File: src/rtl/alu_arbiter_pkg.sv
// Shared definitions for the ALU arbiter: opcode map of the downstream ALU
// and the FSM state encoding.
package alu_arbiter_pkg;

  localparam logic [3:0] OP_SUMA  = 4'd0;
  localparam logic [3:0] OP_RESTA = 4'd1;
  localparam logic [3:0] OP_MULT  = 4'd2;
  localparam logic [3:0] OP_MAYOR = 4'd3;
  localparam logic [3:0] OP_MENOR = 4'd4;
  localparam logic [3:0] OP_IGUAL = 4'd5;
  localparam logic [3:0] OP_AND   = 4'd6;
  localparam logic [3:0] OP_OR    = 4'd7;
  localparam logic [3:0] OP_XOR   = 4'd8;
  localparam logic [3:0] OP_IZQ   = 4'd9;
  localparam logic [3:0] OP_DER   = 4'd10;
  localparam logic [3:0] OP_MAX   = 4'd10;

  localparam int FLAGS_W = 4;

  typedef enum logic [1:0] {
    ST_IDLE = 2'd0,
    ST_EXEC = 2'd1,
    ST_RESP = 2'd2
  } arb_state_e;

endpackage

File: src/rtl/alu_arbiter_rr.sv
// Round-robin pick: first valid requester strictly after ptr, wrapping,
// so ptr itself has the lowest priority.
module alu_arbiter_rr #(
  parameter int N  = 2,
  parameter int IW = 1
) (
  input  logic [N-1:0]  valid,
  input  logic [IW-1:0] ptr,
  output logic          gnt_vld,
  output logic [IW-1:0] gnt_idx
);

  logic [IW-1:0] idx;

  // Walk from farthest to nearest so the nearest valid index wins last.
  always_comb begin
    gnt_vld = 1'b0;
    gnt_idx = '0;
    idx     = '0;
    for (int off = N; off >= 1; off--) begin
      idx = IW'((int'(ptr) + off) % N);
      if (valid[idx]) begin
        gnt_vld = 1'b1;
        gnt_idx = idx;
      end
    end
  end

endmodule

File: src/rtl/alu_arbiter.sv
// Shares one combinational ALU between NUM_REQ requesters: round-robin grant,
// registered operands in front of the ALU, registered result/flags behind it.
module alu_arbiter
  import alu_arbiter_pkg::*;
#(
  parameter int NUM_REQ = 2,
  parameter int DATA_W  = 8,
  parameter int OP_W    = 4
) (
  input  logic                        clk,
  input  logic                        rst_n,
  input  logic [NUM_REQ-1:0]          req_valid,
  output logic [NUM_REQ-1:0]          req_ready,
  input  logic [NUM_REQ*OP_W-1:0]     req_op,
  input  logic [NUM_REQ*DATA_W-1:0]   req_a,
  input  logic [NUM_REQ*DATA_W-1:0]   req_b,
  output logic [NUM_REQ-1:0]          rsp_valid,
  input  logic [NUM_REQ-1:0]          rsp_ready,
  output logic [2*DATA_W-1:0]         rsp_result,
  output logic [FLAGS_W-1:0]          rsp_flags,
  output logic                        rsp_err,
  output logic                        busy,
  output logic [OP_W-1:0]             alu_sel,
  output logic [DATA_W-1:0]           alu_a,
  output logic [DATA_W-1:0]           alu_b,
  input  logic [2*DATA_W-1:0]         alu_c,
  input  logic                        alu_carry,
  input  logic                        alu_overflow,
  input  logic                        alu_negativo,
  input  logic                        alu_cero
);

  localparam int IW = (NUM_REQ > 1) ? $clog2(NUM_REQ) : 1;
  localparam logic [IW-1:0]   PTR_RST  = IW'(NUM_REQ - 1);
  localparam logic [OP_W-1:0] OP_LIMIT = OP_W'(OP_MAX);

  typedef struct packed {
    logic [OP_W-1:0]   op;
    logic [DATA_W-1:0] a;
    logic [DATA_W-1:0] b;
  } req_t;

  req_t [NUM_REQ-1:0] req;
  arb_state_e         state;
  logic [IW-1:0]      ptr;
  logic [IW-1:0]      owner;
  logic               gnt_vld;
  logic [IW-1:0]      gnt_idx;

  for (genvar g = 0; g < NUM_REQ; g++) begin : g_unpack
    assign req[g] = {req_op[g*OP_W +: OP_W], req_a[g*DATA_W +: DATA_W],
                     req_b[g*DATA_W +: DATA_W]};
  end

  alu_arbiter_rr #(.N(NUM_REQ), .IW(IW)) u_rr (
    .valid   (req_valid),
    .ptr     (ptr),
    .gnt_vld (gnt_vld),
    .gnt_idx (gnt_idx)
  );

  // Grant is offered only while idle; the granted requester transfers on the same edge.
  always_comb begin
    req_ready = '0;
    if (state == ST_IDLE && gnt_vld) req_ready[gnt_idx] = 1'b1;
  end

  always_ff @(posedge clk) begin
    if (!rst_n) begin
      state      <= ST_IDLE;
      ptr        <= PTR_RST;
      owner      <= '0;
      alu_sel    <= '0;
      alu_a      <= '0;
      alu_b      <= '0;
      rsp_valid  <= '0;
      rsp_result <= '0;
      rsp_flags  <= '0;
      rsp_err    <= 1'b0;
      busy       <= 1'b0;
    end else begin
      case (state)
        ST_IDLE: begin
          if (gnt_vld) begin
            alu_sel <= req[gnt_idx].op;
            alu_a   <= req[gnt_idx].a;
            alu_b   <= req[gnt_idx].b;
            owner   <= gnt_idx;
            ptr     <= gnt_idx;
            busy    <= 1'b1;
            state   <= ST_EXEC;
          end
        end
        ST_EXEC: begin
          // Opcodes beyond the ALU's map give a clean zero result with an error flag.
          if (alu_sel > OP_LIMIT) begin
            rsp_result <= '0;
            rsp_flags  <= '0;
            rsp_err    <= 1'b1;
          end else begin
            rsp_result <= alu_c;
            rsp_flags  <= {alu_carry, alu_overflow, alu_negativo, alu_cero};
            rsp_err    <= 1'b0;
          end
          rsp_valid <= NUM_REQ'(1) << owner;
          state     <= ST_RESP;
        end
        ST_RESP: begin
          if (rsp_ready[owner]) begin
            rsp_valid <= '0;
            busy      <= 1'b0;
            state     <= ST_IDLE;
          end
        end
        default: state <= ST_IDLE;
      endcase
    end
  end

endmodule

File: config.mk
export PLATFORM = sky130hd
export DESIGN_NAME = alu_arbiter
export DESIGN_NICKNAME = d
export VERILOG_FILES = /design/src/rtl/alu_arbiter_pkg.sv /design/src/rtl/alu_arbiter_rr.sv /design/src/rtl/alu_arbiter.sv
export SDC_FILE = /design/constraint.sdc
export NUM_CORES = 1
export LEC_CHECK = 0
export CAP_MARGIN = 0
export CORE_ASPECT_RATIO = 2
export CORE_UTILIZATION = 40
export DETAILED_ROUTE_END_ITERATION = 8
export PLACE_DENSITY_LB_ADDON = 0.08
export SETUP_SLACK_MARGIN = 0.02
export SYNTH_ARGS = -nofsm -noshare
export SYNTH_HDL_FRONTEND = slang
export SYNTH_SLANG_ARGS = --single-unit
export TNS_END_PERCENT = 10
File: constraint.sdc
create_clock -name clk -period 2.4 [get_ports clk]
set_input_delay 0.24 -clock clk [delete_from_list [all_inputs] [get_ports clk]]
set_output_delay 0.24 -clock clk [all_outputs]
set_load 0.01 [all_outputs]
Word level (Yosys, flattened, before mapping)
Cells that the tools add are included.
W data, S select, Z words.
{"block": "word_totals", "regBits": 48, "in_bits": 66, "output_inout_bits": 46, "word_cells": 58}
{"block": "op_classes", "n_addsub": 2, "magnitude_cmp": 6, "n_eq_ne": 4, "n_shift": 1, "n_mux": 25, "reduce_logical": 9}
{"op": "$mux W20", "n": 2}
{"op": "$mux W16", "n": 1}
{"op": "$mux W1", "n": 14}
{"op": "$lt A1 B2 Y1 const B", "n": 4}
{"op": "$mux W2", "n": 3}
{"op": "$pmux W2 S3", "n": 1}
{"op": "$reduce_and A2 Y1", "n": 3}
{"op": "$gt A4 B4 Y1 const B", "n": 1}
{"op": "$mux W4", "n": 1}
{"op": "$ne A2 B2 Y1 const B", "n": 2}
{"op": "$pmux W2 S2", "n": 1}
{"op": "$reduce_bool A2 Y1", "n": 2}
{"op": "$reduce_and A3 Y1", "n": 1}
{"op": "$add A1 B1 Y1 const B", "n": 2}
{"op": "$eq A2 B1 Y1 const B", "n": 1}
{"op": "$eq A2 B2 Y1 const B", "n": 1}
{"op": "$logic_and A1 B1 Y1", "n": 2}
{"op": "$logic_not A2 Y1", "n": 1}
{"op": "$pmux W1 S2", "n": 1}
{"op": "$shl A1 B1 Y2 const A", "n": 1}
{"op": "$demux W1 S1", "n": 1}
{"op": "$ge A1 B1 Y1 const B", "n": 1}

Logic depth before layout (Yosys ltp)
Gate-level depths: netlist of the first run.
{"block": "depth", "word_depth": 10, "depth_mapped": 4, "depth_no_buf": 4}

By module
From an unflattened synthesis of the first run, not the netlist that was laid out.
{"block": "hier_totals", "hier_cells": 176, "area_unflattened_um2": 1948.1}
{"mod": "alu_arbiter", "n_inst": 1, "cells_per_inst": 174, "area_per_inst_um2": 1934.4, "seq_area_each_um2": 960.9}
{"mod": "alu_arbiter_rr", "n_inst": 1, "cells_per_inst": 2, "area_per_inst_um2": 13.8, "seq_area_each_um2": 0.0}

Least setup slack after synthesis of the first run
Ideal clock, no wire load.
{"block": "synth_timing", "path_type": "register to output", "from": "register state[0]", "to": "output port req_ready[0]", "t_arrival_ns": 0.955, "t_required_ns": 2.160, "path_slack_ns": 1.205, "stages_incl_launch_ff": 4, "path_buffers": 1, "cell_sequence": "dfxtp_1 -> nor2_1 -> buf_2 -> and3_1"}
{"block": "synth_between", "elab_chain_cells": 3}
{"element": "start, declared", "line": "alu_arbiter.sv:44", "source": "arb_state_e state;"}
{"element": "start signal, assigned", "line": "alu_arbiter.sv:70", "source": "state <= ST_IDLE;"}
{"element": "start signal, assigned", "line": "alu_arbiter.sv:91", "source": "state <= ST_EXEC;"}
{"element": "start signal, assigned", "line": "alu_arbiter.sv:106", "source": "state <= ST_RESP;"}
{"element": "$logic_not A2 Y1", "line": "alu_arbiter.sv:65", "source": "if (state == ST_IDLE && gnt_vld) req_ready[gnt_idx] = 1'b1;"}
{"element": "$logic_and A1 B1 Y1", "line": "alu_arbiter.sv:65"}
{"element": "$mux W2", "line": "alu_arbiter.sv:65"}
{"element": "end, declared", "line": "alu_arbiter.sv:13", "source": "output logic [NUM_REQ-1:0] req_ready,"}
No other way between the ends.

Worst setup path after layout of the first run
{"block": "layout_timing", "from": "input port req_valid[1]", "to": "output port req_ready[1]"}
{"block": "layout_between", "elab_chain_cells": 9, "elab_cells_between_ends": 15, "classes_between": "order compare (2); mux (11); reduce/logical (2)"}
{"element": "start, declared", "line": "alu_arbiter.sv:12", "source": "input logic [NUM_REQ-1:0] req_valid,"}
{"element": "$mux W1 (not written as such) (2 in series)", "line": "alu_arbiter_rr.sv:22", "source": "if (valid[idx]) begin"}
{"element": "$mux W1 (2 in series)", "line": "alu_arbiter_rr.sv:22"}
{"element": "$lt A1 B2 Y1 (not written as such) or $ge A1 B1 Y1 (tied branches)", "line": "alu_arbiter.sv:65"}
{"element": "$logic_and A1 B1 Y1 (not written as such)", "line": "alu_arbiter.sv:65"}
{"element": "$mux W1 (not written as such)", "line": "alu_arbiter.sv:65"}
{"element": "$demux W1 S1", "line": "alu_arbiter.sv:65"}
{"element": "$mux W2 (*)", "line": "alu_arbiter.sv:65"}
Every way passes the cells marked *; elsewhere a longest branch is shown, timed or not. The select of a mux whose other input is x is not followed.

==> results of run 1 <==
[cell usage after synthesis, types with 3 or more instances]
cell type	n	area share, %
buf_2	10	2.7
a21oi_1	5	1.4
nand3_1	41	11
a31oi_1	20	6.8
a22o_1	20	9.5
clkbuf_1	8	1.6
nand2b_1	3	1.0
dfxtp_1	48	52
o21ai_0	26	7.0
inv_1	3	0.61
nor2_1	6	1.2
[final timing paths]
kind         slack [ns]          from      endpoint
max reg2reg        0.87      state[0]           ptr
min                0.48          busy          busy
min reg2reg        0.48          busy          busy
max                0.48  req_valid[1]  req_ready[1]
[sequential cells by signal (all words and copies together), names as in the netlist, 2 cells and up]
| register | flops |
|---|---|
| alu_b | 8 |
| state | 2 |
| rsp_flags | 4 |
| alu_sel | 4 |
| rsp_valid | 2 |
| alu_a | 8 |
| rsp_result | 16 |
[cells by family after synthesis]
group | after synthesis
buffers and inverters | 22
AO/OA/AOI/OAI | 77
flip-flops | 48
multiplexers | 1
AND/OR/NAND/NOR | 55
[metal layers]
metal / wire [um] / GRT usage [%] / share of wire [%] / up-vias
li1: - / - / - / 974
met1: 2110 / 25.3 / 39 / 919
met2: 2960 / 42.9 / 54 / 83
met3: 350 / 5.45 / 6.4 / 4
met4: 52 / 7.25 / 0.95 / 0
met5: 0 / 0 / 0 / -
[worst max-delay path: stages]
cell and delay, ns:
clkdlybuf4s50_1 0.52, a21boi_1 0.22, nand2_1 0.10, inv_1 0.08
clkdlybuf4s50_1 0.53
[cell type report]
class	instances	share of cell area, %
inverters	4	0.483
well taps	54	2.17
flip-flops and latches	48	30.9
repair buffers	119	37.6
multi-input cells	133	25.7
clock buffers	7	3.10
[stage by stage]
step                worst slack, ns  util [%]
floorplan                      1.21         -
global placement              0.519      68.8
detailed placement            0.483      68.8
CTS                           0.482      71.0
global route                  0.435      71.0
finish                        0.475      71.0
[power by group through the flow]
stage / Combinational (W) / Clock, W / Sequential, W
finish: 0.000490 / 0.000501 / 0.000907
global route: 0.000532 / 0.000552 / 0.000916
CTS: 0.000495 / 0.000518 / 0.000907
detailed placement: 0.000492 / 0 / 0.000925
global placement: 0.000489 / 0 / 0.000923
floorplan: 0.000174 / 0 / 0.000951
==> flow_summary.yaml, run 1 <==
outcome:
  status: "complete, no violations"
clock_tree:
  cts_max_level: 2
  cts.sinks: 48
  cts_buffers: 5
  cts_resized: 0
  clk_latency_ns: 0.29
  clkTransAtPathRegs_ns: 0.08
  cts_buffer_depth: 2
  cts_setup_buffers: 0
  root_buffer: "clkbuf_8"
  ctsHoldBuffers: 0
  cts_tree: "done"
detailed_routing:
  routed-via-count: 1980
  wl_per_cell_um: 15.0
  antenna_left: 0
  firstDrtPassIters: 4
  wl_um: 5470
  drc: 0
  drt-vias-per-instance: 5.42
  drt_iter0_markers: 63
pwr:
  swShare_pct: 26.1
  internal_power_w: 0.00140
  ir_worst_vdd_mv: 0.428
  p_sw_w: 0.000495
  pwr-share-comb_pct: 25.8
  seq_power_share_pct: 47.8
  fin_total_pwr_w: 0.00190
  pwr-share-clk_pct: 26.4
  leakage_nw: 1.14
  pwr_density_cell_nw_per_um2: 610
floorplanning:
  top_level_ports: 112
  dieArea_um2: 4920
  rows: 34
  core_area_um2: 4380
  die_w_um: 50.1
  initial_core_util_pct: 42.3
  fp.dieH_um: 98.2
finish:
  diodes: 0
  fin_cells: 365
  fill_cells: 347
  fin_area_um2: 3110
  nets: 377
  layout-drive-gt1-share_pct: 5.47
  seqCellArea_um2: 961
  multi_input_area_um2: 801
  final_common_cell: "clkdlybuf4s50_1"
  area_growth_syn_to_layout_pct: 68.0
  final_cell_mix: "111 x clkdlybuf4s50_1, 48 x dfxtp_1, 41 x nand3_1"
synthesis:
  synth_warnings: 0
  synth-xor-area-share_pct: 0
  synth_nets: 269
  synth_cell_types: 24
  async_flop_share_pct: 0
  synth-seq-cells: 48
  synth_fa_ha_area_share_pct: 0
  synth_edf_count: 0
  synthCells: 203
  synth-simple-area-share_pct: 14.9
  muxShareOfSynthArea_pct: 0.541
  synth-seq-area-share_pct: 51.9
  netlist_area_um2: 1850
  synthFlopType: "dfxtp_1"
  synth_top_family_by_area: "compound AO/OA/AOI/OAI gates"
  synth-compound-area-share_pct: 27.5
  syn_avg_cell_area_um2: 9.12
sta:
  hold_viol: 0
  setup_tns_ns: 0
  fin_skew_ns: 0.00880
  period_share_pct: 80.2
  slew_viol_final: 0
  worstMarginPinSlew_ns: 0.649
  setup_viol: 0
  whs_ns: 0.480
  fmax_mhz: 520
  min_period_ns: 1.92
  relSlewSlack_pct: 56.7
  rsz0062_at_grt: "no"
setup_path:
  end_kind: "output port"
  criticalPathCategory: "in2out"
  ff2ff_path_depth: 4
  cp_max_fo: 4
  cp.arrival_ns: 1.68
  startpoint_type: "primary input"
  cp_data_required_time_ns: 2.16
global_routing:
  grt_pass1_wl_um: 8970
  grt_pass1_vias: 1920
  grt-ovfl-total: 0
  antenna_found_initial: 0
  grt_use_total_pct: 23.4
  grt_max_degree: 26
placed_design:
  dp_hpwl_um: 3860
  placed_cell_area_um2: 3020
  io_buffers: 111
  gp_congestion: 0.771
  placed_cells: 358
job:
  drv_cap: 0
worst_hold_path:
  min_path_type: "reg2reg"
  min_path_cells: 2
Power figures use the tool's default switching activity.
==> run 2: changes to the inputs <==
--- a/config.mk
+++ b/config.mk
@@ -7,7 +7,7 @@
 export LEC_CHECK = 0
 export CAP_MARGIN = 0
 export CORE_ASPECT_RATIO = 2
-export CORE_UTILIZATION = 40
+export CORE_UTILIZATION = 37
 export DETAILED_ROUTE_END_ITERATION = 8
 export PLACE_DENSITY_LB_ADDON = 0.08
 export SETUP_SLACK_MARGIN = 0.02
==> constraint.sdc (replaced) <==
create_clock -name clk -period 2 [get_ports clk]
set_input_delay 0.2 -clock clk [delete_from_list [all_inputs] [get_ports clk]]
set_output_delay 0.2 -clock clk [all_outputs]
set_load 0.01 [all_outputs]
==> flow_summary.yaml, run 2 (same netlist as run 1, synthesis figures left out) <==
finish:
  regMostFlops: "rsp_result"
  final_cell_mix: "111 x clkdlybuf4s50_1, 48 x dfxtp_1, 41 x nand3_1"
  final_common_cell: "clkdlybuf4s50_1"
  largestRegisters: "rsp_result: 16 flops, alu_a: 8 flops, alu_b: 8 flops"
  post-route-util_pct: 65.6
  fin_cells: 373
  nets: 381
  layout-drive-gt1-share_pct: 6.96
  diodes: 0
  area_growth_syn_to_layout_pct: 70.6
  largest_reg_flops: 16
setup_path:
  cp_data_required_time_ns: 1.80
  cp.arrival_ns: 1.63
  end_kind: "output port"
  cp_max_fo: 4
  criticalPathCategory: "in2out"
  startpoint_type: "primary input"
floorplanning:
  dieArea_um2: 5310
  top_level_ports: 112
  die_w_um: 52.0
  fp.dieH_um: 102
  initial_core_util_pct: 38.4
  rows: 36
  core_area_um2: 4820
clock_tree:
  clk_latency_ns: 0.29
  cts_max_level: 2
  cts_buffer_depth: 2
  cts.sinks: 48
  clkTransAtPathRegs_ns: 0.08
  cts_buffers: 5
  root_buffer: "clkbuf_8"
  cts_tree: "done"
detailed_routing:
  wl_per_cell_um: 15.1
  routed-via-count: 2013
  drt_iter0_markers: 35
  firstDrtPassIters: 4
  drc: 0
  wl_um: 5630
  antenna_left: 0
  drt-vias-per-instance: 5.40
sta:
  setup_viol: 0
  hold_viol: 0
  setup_tns_ns: 0
  rsz0062_at_grt: "no"
  period_share_pct: 91.7
  slew_viol_final: 0
  fmax_mhz: 545
  fin_skew_ns: 0.00465
  worstMarginPinSlew_ns: 0.422
  min_period_ns: 1.83
  relSlewSlack_pct: 71.6
pwr:
  p_sw_w: 0.000617
  internal_power_w: 0.00176
  ir_worst_vdd_mv: 0.693
  pwr-share-comb_pct: 25.3
  leakage_nw: 1.16
  pwr_density_cell_nw_per_um2: 752
  seq_power_share_pct: 46.0
  pwr-share-clk_pct: 28.7
  swShare_pct: 26.0
global_routing:
  grt_pass1_wl_um: 9010
  grt_use_total_pct: 22.3
  grt_max_degree: 26
  grt-ovfl-total: 0
  grt_pass1_vias: 2005
  antenna_found_initial: 0
worst_hold_path:
  min_path_type: "in2reg"
placed_design:
  placed_cells: 365
  io_buffers: 111
  gp_congestion: 0.737
  dp_hpwl_um: 4080
job:
  drv_cap: 0
outcome:
  status: "complete, no violations"
[run 2: cell count changes in the layout (fill, tap and decap cells not counted)]
| cell | before | now |
|---|---|---|
| buf_4 | 8 | 12 |
| bufinv_16 | 0 | 1 |
| clkbuf_1 | 0 | 1 |
| clkbuf_8 | 7 | 5 |
| clkinv_2 | 0 | 1 |
| nor2_1 | 6 | 5 |
| nor2_2 | 0 | 1 |
[run 2: area by class of cell]
| class | instances | area (um^2) |
|---|---|---|
| Multi-Input combinational cell | 133 | 803 |
| Inverter | 4 | 15.0 |
| Tap cell | 57 | 71.3 |
| Timing Repair Buffer | 123 | 1200 |
| Sequential cell | 48 | 961 |
| Clock buffer | 6 | 72.6 |
| Clock inverter | 2 | 35.0 |
| Fill cell | 410 | 1660 |
[run 2: critical path, cell delays in order]
cell	delay, ns
clkdlybuf4s50_1	0.51
a21boi_1	0.22
nand2_1	0.10
inv_1	0.08
clkdlybuf4s50_1	0.53
[run 2: per-layer routing]
layer  share of wire, %  track usage, %  wire length [um]
met3                5.5            4.46               307
met2                 55            40.6              3090
met1                 38            24.4              2160
met4                1.4            8.32                77
met5                  0               0                 0
[run 2: stage by stage]
| step | power, W | hold WS (ns) | setup WS, ns | area (um^2) |
|---|---|---|---|---|
| 6_report | 0.00238 | 0.475 | 0.165 | 3160 |
| 5_1_grt | 0.00249 | 0.486 | 0.0585 | 3160 |
| 4_1_cts | 0.00240 | 0.469 | 0.113 | 3160 |
| 3_5_place_dp | 0.00171 | 0.465 | 0.164 | 3050 |
| 3_3_place_gp | 0.00171 | 0.462 | 0.192 | 3050 |
| 2_1_floorplan | 0.00135 | 0.326 | 0.845 | 1850 |
[run 2: path summary, 6_finish.rpt]
check	start	to	slack [ns]	depth (start not counted)
setup reg to reg	state[0]	ptr	0.54	4
setup / recovery	req_valid[1]	req_ready[1]	0.17	5
hold / removal	req_a[0]	alu_a[0]	0.47	3
hold reg to reg	rsp_result[14]	rsp_result[14]	0.48	1
[run 2: repair_timing]
action | CTS | global route
gates resized for setup | 0 | 1
buffers inserted | 0 | 0
setup endpoints to repair | 0 | 1
hold buffers | 0 | 0
[run 2: power by group through the flow]
stage / clock network [W] / logic [W] / registers [W]
global route: 0.000739 / 0.000652 / 0.00110
global placement: 0 / 0.000603 / 0.00111
CTS: 0.000705 / 0.000607 / 0.00109
detailed placement: 0 / 0.000602 / 0.00111
floorplan: 0 / 0.000209 / 0.00114
finish: 0.000682 / 0.000601 / 0.00109
==> run 3: changes to the inputs <==
--- a/config.mk
+++ b/config.mk
@@ -7,8 +7,9 @@
 export LEC_CHECK = 0
 export CAP_MARGIN = 0
 export CORE_ASPECT_RATIO = 2
-export CORE_UTILIZATION = 37
+export CORE_UTILIZATION = 55
 export DETAILED_ROUTE_END_ITERATION = 8
+export DONT_BUFFER_PORTS = 1
 export PLACE_DENSITY_LB_ADDON = 0.08
 export SETUP_SLACK_MARGIN = 0.02
 export SYNTH_ARGS = -nofsm -noshare
==> flow_summary.yaml, run 3 (same netlist as run 1, synthesis figures left out) <==
outcome:
  status: "complete, no violations"
floorplanning:
  core_area_um2: 3190
  die_w_um: 43.0
  dieArea_um2: 3620
  rows: 29
  initial_core_util_pct: 58.0
  top_level_ports: 112
  fp.dieH_um: 84.1
detailed_routing:
  firstDrtPassIters: 4
  drt-vias-per-instance: 7.03
  wl_um: 4590
  wl_per_cell_um: 20.0
  drc: 0
  routed-via-count: 1618
  antenna_left: 0
  drt_iter0_markers: 70
global_routing:
  grt_pass1_wl_um: 7390
  antenna_found_initial: 0
  grt-ovfl-total: 0
  grt_max_degree: 27
  grt_use_total_pct: 26.1
  grt_pass1_vias: 1645
setup_path:
  cp.arrival_ns: 1.33
  end_kind: "output port"
  cp_data_required_time_ns: 1.80
  cp_max_fo: 12
  reg2reg_from: "state[0]"
  reg2reg_setup_slack_ns: 0.51
  timing.rr.end: "alu_b[0]"
  ff2ff_path_depth: 3
  criticalPathCategory: "reg2out"
  startpoint_type: "flip-flop"
clock_tree:
  root_buffer: "clkbuf_8"
  cts_buffer_depth: 2
  cts_max_level: 2
  cts.sinks: 48
  cts_buffers: 5
  cts_setup_buffers: 0
  cts_tree: "done"
  clkTransAtPathRegs_ns: 0.08
  clk_latency_ns: 0.29
worst_hold_path:
  holdPathEnd: "rsp_result[14]"
  worstHoldStart: "alu_c[14]"
  min_path_cells: 1
  min_path_type: "in2reg"
finish:
  diodes: 0
  layout-drive-gt1-share_pct: 8.54
  largestRegisters: "rsp_result: 16 flops, alu_a: 8 flops, alu_b: 8 flops"
  final_common_cell: "dfxtp_1"
  nets: 265
  largest_reg_flops: 16
  final_cell_mix: "48 x dfxtp_1, 41 x nand3_1, 26 x o21ai_0"
  regMostFlops: "rsp_result"
  area_growth_syn_to_layout_pct: 6.22
pwr:
  pwr_density_cell_nw_per_um2: 1020
  ir_worst_vdd_mv: 0.714
  leakage_nw: 0.716
placed_design:
  dp_hpwl_um: 3300
  io_buffers: 0
  gp_congestion: 0.761
sta:
  setup_tns_ns: 0
  period_share_pct: 76.3
  rsz0062_at_grt: "no"
  fmax_mhz: 655
  min_period_ns: 1.53
  setup_viol: 0
  whs_ns: 0.0355
  relSlewSlack_pct: 50.1
  slew_viol_final: 0
  fin_skew_ns: 0.00999
  worstMarginPinSlew_ns: 0.748
  hold_viol: 0
job:
  drv_cap: 0
[run 3: cell count changes in the layout (fill, tap and decap cells not counted), sizes merged]
cell,previous run,this run
clkdlybuf4s50,111,0
buf,12,7
bufinv,1,0
clkbuf,6,7
clkinv,2,1
[run 3: routing by layer]
layer  part of all wire, %  wire (um)  global-route usage, %  vias up
met1                    34       1580                   26.4      765
met5                     0          0                      0        -
met2                    55       2510                   47.2       95
met3                   9.3        425                   7.36        7
met4                   1.7         78                   11.3        0
li1                      -          -                      -      751
[run 3: worst max-delay path by stage]
stage	start	end	slack (ns)	cells past startpoint
finish	ptr	req_ready[0]	0.47	2
global route	state[1]	alu_sel[3]	0.29	3
CTS	state[0]	rsp_result[1]	0.18	3
detailed placement	state[1]	rsp_result[2]	0.21	3
global placement	state[0]	rsp_result[12]	0.33	3
floorplan	state[0]	req_ready[0]	0.85	3
[run 3: final cells by class]
| type | instances | area (um^2) |
|---|---|---|
| clock buffer | 7 | 96.3 |
| fill | 266 | 1230 |
| inverter | 4 | 15.0 |
| multi-input combinational | 133 | 803 |
| sequential | 48 | 961 |
| tap | 31 | 38.8 |
| timing repair buffer | 7 | 52.6 |
[run 3: power by group]
group / internal [W] / switching (W)
registers: 0.00104 / 0.0000990
clock network: 0.000308 / 0.000299
logic: 0.0000977 / 0.000161
[run 3: per-stage QoR]
step / worst slack (ns) / area (um^2) / utilization (%) / total power, W / std cells
global route: 0.287 / 1970 / 61.6 / 0.00210 / 230
finish: 0.474 / 1970 / 61.6 / 0.00200 / 230
global placement: 0.331 / 1870 / 58.5 / 0.00140 / 223
detailed placement: 0.209 / 1870 / 58.5 / 0.00142 / 223
floorplan: 0.845 / 1850 / - / 0.00135 / 203
CTS: 0.177 / 1960 / 61.5 / 0.00201 / 230
[run 3: repair_timing]
action,CTS,global route
endpoints found under the setup margin,0,20
resized for setup,0,1
hold buffers,0,0
[run 3: worst max-delay path, cell delays in order (launching register included)]
cell and delay, ns:
dfxtp_1 0.35, nand2b_1 0.40, and3_1 0.28
